===== src/rtl/demux_2_stream.sv =====
// 1-to-2 valid/ready sample-stream demultiplexer with per-output one-entry slots.
// The route is captured at the first beat of a burst and held until its last beat.
module demux_2_stream #(
    parameter int m = 12
) (
    input  logic         clk,
    input  logic         rst,
    input  logic [m-1:0] in_data,
    input  logic         in_valid,
    output logic         in_ready,
    input  logic         in_last,
    input  logic         sel,
    output logic [m-1:0] out0_data,
    output logic         out0_valid,
    input  logic         out0_ready,
    output logic [m-1:0] out1_data,
    output logic         out1_valid,
    input  logic         out1_ready,
    output logic         route,
    output logic         busy
);

    typedef enum logic {
        IDLE  = 1'b0,
        BURST = 1'b1
    } state_t;

    state_t         r_state;
    state_t         w_next_state;
    logic           r_route;
    logic [m-1:0]   r_data0;
    logic [m-1:0]   r_data1;
    logic           r_valid0;
    logic           r_valid1;

    logic           w_re;
    logic           w_room0;
    logic           w_room1;
    logic           w_accept;
    logic           w_load0;
    logic           w_load1;

    // Inside a burst the locked route wins; sel only matters at a burst start.
    assign w_re     = (r_state == BURST) ? r_route : sel;
    assign w_room0  = !r_valid0 || out0_ready;
    assign w_room1  = !r_valid1 || out1_ready;
    assign in_ready = w_re ? w_room1 : w_room0;
    assign w_accept = in_valid && in_ready;
    assign w_load0  = w_accept && !w_re;
    assign w_load1  = w_accept && w_re;

    // NOTE: state registers use non-blocking assignments so every flop samples
    // the pre-edge values of the others, independent of block evaluation order.
    always_ff @(posedge clk) begin
        if (rst) begin
            r_state <= IDLE;
        end else begin
            r_state <= w_next_state;
        end
    end

    // NOTE: the default assignment first means every path drives w_next_state,
    // so no latch is inferred when a case branch leaves it untouched.
    always_comb begin
        w_next_state = r_state;
        case (r_state)
            IDLE:    if (w_accept && !in_last) w_next_state = BURST;
            BURST:   if (w_accept && in_last)  w_next_state = IDLE;
            default: w_next_state = IDLE;
        endcase
    end

    always_ff @(posedge clk) begin
        if (rst) begin
            r_route <= 1'b0;
        end else if (w_accept && (r_state == IDLE)) begin
            r_route <= sel;
        end
    end

    // NOTE: slot data is cleared on reset so outputs read zero afterwards;
    // after a drain the data is deliberately held, only valid drops.
    always_ff @(posedge clk) begin
        if (rst) begin
            r_data0  <= '0;
            r_valid0 <= 1'b0;
        end else if (w_load0) begin
            r_data0  <= in_data;
            r_valid0 <= 1'b1;
        end else if (r_valid0 && out0_ready) begin
            r_valid0 <= 1'b0;
        end
    end

    always_ff @(posedge clk) begin
        if (rst) begin
            r_data1  <= '0;
            r_valid1 <= 1'b0;
        end else if (w_load1) begin
            r_data1  <= in_data;
            r_valid1 <= 1'b1;
        end else if (r_valid1 && out1_ready) begin
            r_valid1 <= 1'b0;
        end
    end

    assign out0_data  = r_data0;
    assign out0_valid = r_valid0;
    assign out1_data  = r_data1;
    assign out1_valid = r_valid1;
    assign route      = r_route;
    assign busy       = (r_state == BURST);

endmodule


===== config.mk =====
export PLATFORM = sky130hd
export DESIGN_NAME = demux_2_stream
export DESIGN_NICKNAME = d
export VERILOG_FILES = /design/src/rtl/demux_2_stream.sv
export SDC_FILE = /design/constraint.sdc
export NUM_CORES = 1
export LEC_CHECK = 0
export ABC_AREA = 1
export CELL_PAD_IN_SITES_DETAIL_PLACEMENT = 1
export CELL_PAD_IN_SITES_GLOBAL_PLACEMENT = 1
export CORE_MARGIN = 2
export CORE_UTILIZATION = 33
export CTS_BUF_LIST = sky130_fd_sc_hd__clkbuf_4 sky130_fd_sc_hd__clkbuf_8
export DETAILED_ROUTE_END_ITERATION = 6
export GPL_ROUTABILITY_DRIVEN = 0
export HOLD_SLACK_MARGIN = 0.02
export PLACE_DENSITY = 0.95
export SETUP_SLACK_MARGIN = 0.15
export SLEW_MARGIN = 25
export SYNTH_ARGS = -nofsm -noshare
export SYNTH_HDL_FRONTEND = slang
export SYNTH_SLANG_ARGS = --single-unit

===== constraint.sdc =====
create_clock -name clk -period 1.8 [get_ports clk]
set_clock_uncertainty 0.1 [all_clocks]
set_input_delay 0.54 -clock clk [delete_from_list [all_inputs] [get_ports clk]]
set_output_delay 0.54 -clock clk [all_outputs]
set_load 0.05 [all_outputs]

==> results <==
- The flow ran to the end, but the final reports show violations.
- The final reports fail on negative setup slack.
- For the worst-skew pair, the clock arrives at the later sink with an insertion delay of 0.32 ns.
- Across all setup checks in the final design, the least slack found is -0.0172 ns.
- The worst-case IR drop observed on VDD is 0.470 mV.
- After synthesis, the mean cell area works out to 8.29 um2.
- Of the total power, combinational logic draws 0.389.
- The area share of the largest cell type after synthesis is 0.505.
- The period utilization is 1.01.
- Of the total power, the clock network draws 0.184.
- In the routed layout, each cell is associated on average with a via count of 4.80.
- Across all hold checks on the routed design, the worst slack comes to 0.391 ns.
- In this run the core area contains 21 standard-cell rows.
- The initial utilization of the core area, before any placement, comes to 0.338.
- The die area is 0.00385 mm2.
- Timing would allow up to 0.550 GHz.
- The most numerous cell type found on the critical path is sky130_fd_sc_hd__nand2_4.
- The share of post-route cells with drive strength above 1 is 0.379.
- The power density relative to cell area is 792 mW/mm2.
- The cell taking the most area after synthesis is sky130_fd_sc_hd__dfxtp_1.
- At the end of the flow the core is filled with cells to 0.658.
- The worst setup path is of the reg -> out kind.
- The relative slew slack is 0.683.
- The CTS buffer count is 3.
- Across every metal layer, demand over resource in global routing totals 0.216.
- The count of unresolved DRC violations after routing is 0.
- During I/O placement, the number of pins put on the boundary was 48.
- Setup violations remaining at the end of the flow were counted as 1.
- The clock-pin slew of the registers on the worst-case setup and hold paths is 0.16 ns.
- The critical path goes through inv_4, nand2_4, nand2_4, nand2_4, nand2_4, buf_12.
- Of the synthesized area, sequential elements account for 0.505.
- After synthesis, the share of cell area in mux cells is 0.
- In this run the remaining antenna-violating nets after routing total 0.
- The final layout contains 218 nets.
- The number of antenna violations at the first check in global routing is 0.
- The vias after detailed routing is 1171.
- The data arrival time at the worst-slack endpoint is 1.18 ns.
- The final layout contains routed wiring with a total length of 4100 um.
- For the pin with the worst max-slew slack, the measured transition is 0.475 ns.
- The largest stage delay on the critical path is 0.41 ns.
- The gate count of the mapped netlist is 134.
- The number of synthesis warnings is 0.
- At the worst endpoint, the required time is 1.16 ns.
- In the layout the commonest cells are 30 x sky130_fd_sc_hd__buf_12, 29 x sky130_fd_sc_hd__inv_1, 26 x sky130_fd_sc_hd__a21oi_1.
- The count of antenna diodes in the layout is 0.
- The worst-case clock buffer depth is 2.
- The tightest min-delay check is of the reg -> reg type.
- Counting tap cells, the placed design contains a total of 230 instances.
- The largest driver fanout on the critical path is 3.
- The number of maximum-capacitance constraint violations is 0.
- The worst setup path is captured at an output port.
- The level count of the clock H-tree is 1.
- The number of global-route vias before repair is 1275.
- The sequential cell area is 571 um2.
- Setup repair after global routing could not meet its margin everywhere.
- The critical path startpoint category is a flip-flop.
- The final critical delay including setup and external delays is 1.82 ns.
- The most common cell after layout, fill and taps aside is sky130_fd_sc_hd__buf_12.
- The global-route wire length before repair is 5940 um.
- Of the total synthesized cell area, the portion taken by full adders, half adders and majority gates is 0.
- For this design the static power due to leakage is 0.896 nW.
- Entering global routing, the biggest net connects 26 pins.
- The share of the synthesized area in compound gates (AO/OA/AOI/OAI) is 0.233.
- Of the total power, the share spent switching nets is 0.351.
- The multi-input logic area is 473 um2.
- The DRC marker count from the first detailed-route iteration is 34.
- The start point of the worst min-delay path is out0_data[9].
- The final standard cell count with taps included and fillers excluded is 244.
- The post-synthesis register bit count is 28.
- The floorplan step set the die height to 62.0 um.
- The aggregate global routing overflow is 0.
- The share of total power dissipated in sequential elements is 0.427.
- After synthesis the cells add up to 0.00111 mm2.
- The layout-stage area growth over the synthesis result is 94.4%.
- The routed wire length per instance is 16.8 um.
- The main combinational cell family by area after synthesis is compound AO/OA/AOI/OAI gates.
- By area the synthesized netlist is led by sky130_fd_sc_hd__dfxtp_1 50%, sky130_fd_sc_hd__a21oi_1 12%, sky130_fd_sc_hd__inv_1 10%.
- For this design, the slowest cell found on the critical path is sky130_fd_sc_hd__dfxtp_4.
- CTS saw 28 sinks.
- The xor-xnor portion of the synthesized cell area is 0.
- The cell sitting at the root of the clock tree is a sky130_fd_sc_hd__clkbuf_4.
- The power after layout is 1.71 mW.
- In this run the standard cell core region covers 0.00328 mm2.
- The number of fill cells is 334.
- The distinct cell type count of the synthesized netlist is 19.
- Of the total synthesized cell area, the portion taken by AND, OR, NAND and NOR gates is 0.110.
- In this run the power spent charging and discharging nets is 0.600 mW.
- The total nets after synthesis is 153.
- The internal power of the cells totals 1.11 mW.
- The first detailed-routing pass took 3 iterations.
- The die is 62.0 um wide.
- Detailed placement ended at an HPWL of 2590 um.
- The TritonCTS clock tree is done.
- The number of input and output port buffers inserted is 47.
- The post-cts hold buffer count is 0.
- The final-report max-slew violation count is 0.
- The final hold violation count was 0.
sequential cells by signal, indices dropped and copies added, names as in the netlist, named ones only:
signal      cells
out0_data      12
out1_data      12
out1_valid      1
out0_valid      1
route           1
per-stage QoR:
| stage | worst slack, ns | cell area, um2 | TNS, ns |
|---|---|---|---|
| after global placement | -0.332 | 1970 | -4.37 |
| after global routing | -0.0665 | 2160 | -0.0665 |
| after detailed placement | -0.362 | 1970 | -5.75 |
| final | -0.0172 | 2160 | -0.0172 |
| after CTS | -0.0248 | 2080 | -0.0248 |
| after floorplan | 0.157 | 1120 | 0 |
what timing repair did:
| item | CTS | global route |
|---|---|---|
| hold endpoints to repair | 0 | 0 |
| pin swaps | 2 | 3 |
| cloned | 1 | 1 |
| setup endpoints to repair | 13 | 15 |
| gates resized for setup | 14 | 18 |
| buffers inserted | 6 | 2 |
cells by family after synthesis:
group	Yosys count
AO/OA/AOI/OAI	51
AND/OR/NAND/NOR	18
buffers and inverters	37
flip-flops	28
final cells by class:
| type | count | share of cell area |
|---|---|---|
| Multi-Input combinational cell | 71 | 0.219 |
| Tap cell | 46 | 0.0267 |
| Timing Repair Buffer | 64 | 0.418 |
| Sequential cell | 28 | 0.264 |
| Inverter | 31 | 0.0550 |
| Clock buffer | 4 | 0.0168 |
worst max-delay path: cells and delay by family (launching register included):
| kind | cells | cell delay, ns |
|---|---|---|
| buffers and inverters | 2 | 0.19 |
| DFF | 1 | 0.41 |
| and+or+nand+nor | 4 | 0.24 |
power by group through the flow:
stage               sequential (mW)  clock, mW  combinational (mW)
global route                  0.737      0.339               0.698
floorplan                     0.888          0               0.129
CTS                           0.731      0.315               0.633
global placement              0.740          0               0.589
finish                        0.731      0.314               0.665
detailed placement            0.744          0               0.608
synth_stat cells:
| cell type | number |
|---|---|
| sky130_fd_sc_hd__inv_2 | 1 |
| sky130_fd_sc_hd__nand3_4 | 1 |
| sky130_fd_sc_hd__inv_1 | 30 |
| sky130_fd_sc_hd__buf_1 | 1 |
| sky130_fd_sc_hd__buf_6 | 4 |
| sky130_fd_sc_hd__a21oi_1 | 27 |
| sky130_fd_sc_hd__nor2_1 | 1 |
| sky130_fd_sc_hd__o21ai_1 | 14 |
| sky130_fd_sc_hd__nand2_4 | 1 |
| sky130_fd_sc_hd__nand4_4 | 1 |
| sky130_fd_sc_hd__dfxtp_1 | 28 |
| sky130_fd_sc_hd__nand4_1 | 1 |
| sky130_fd_sc_hd__nand2_1 | 7 |
| sky130_fd_sc_hd__nand3b_1 | 1 |
| sky130_fd_sc_hd__o21ai_0 | 9 |
| sky130_fd_sc_hd__clkbuf_1 | 1 |
| sky130_fd_sc_hd__nand2_2 | 3 |
| sky130_fd_sc_hd__o21ai_2 | 1 |
| sky130_fd_sc_hd__nand3_1 | 2 |
worst paths after layout:
path | to | slack [ns] | cells after the start
setup / recovery | in_ready | -0.02 | 6
hold / removal | out0_data[9] | 0.39 | 2
setup reg to reg | out1_data[2] | 0.14 | 10
hold reg to reg | out0_data[9] | 0.39 | 2
routing by layer:
layer	GRT usage	up-vias	part of all wire
li1	-	560	-
met1	0.219	571	0.38
met2	0.418	30	0.56
met3	0.0393	10	0.030
met4	0.100	0	0.029
met5	0	-	0
(Power assumes the default switching activity.)
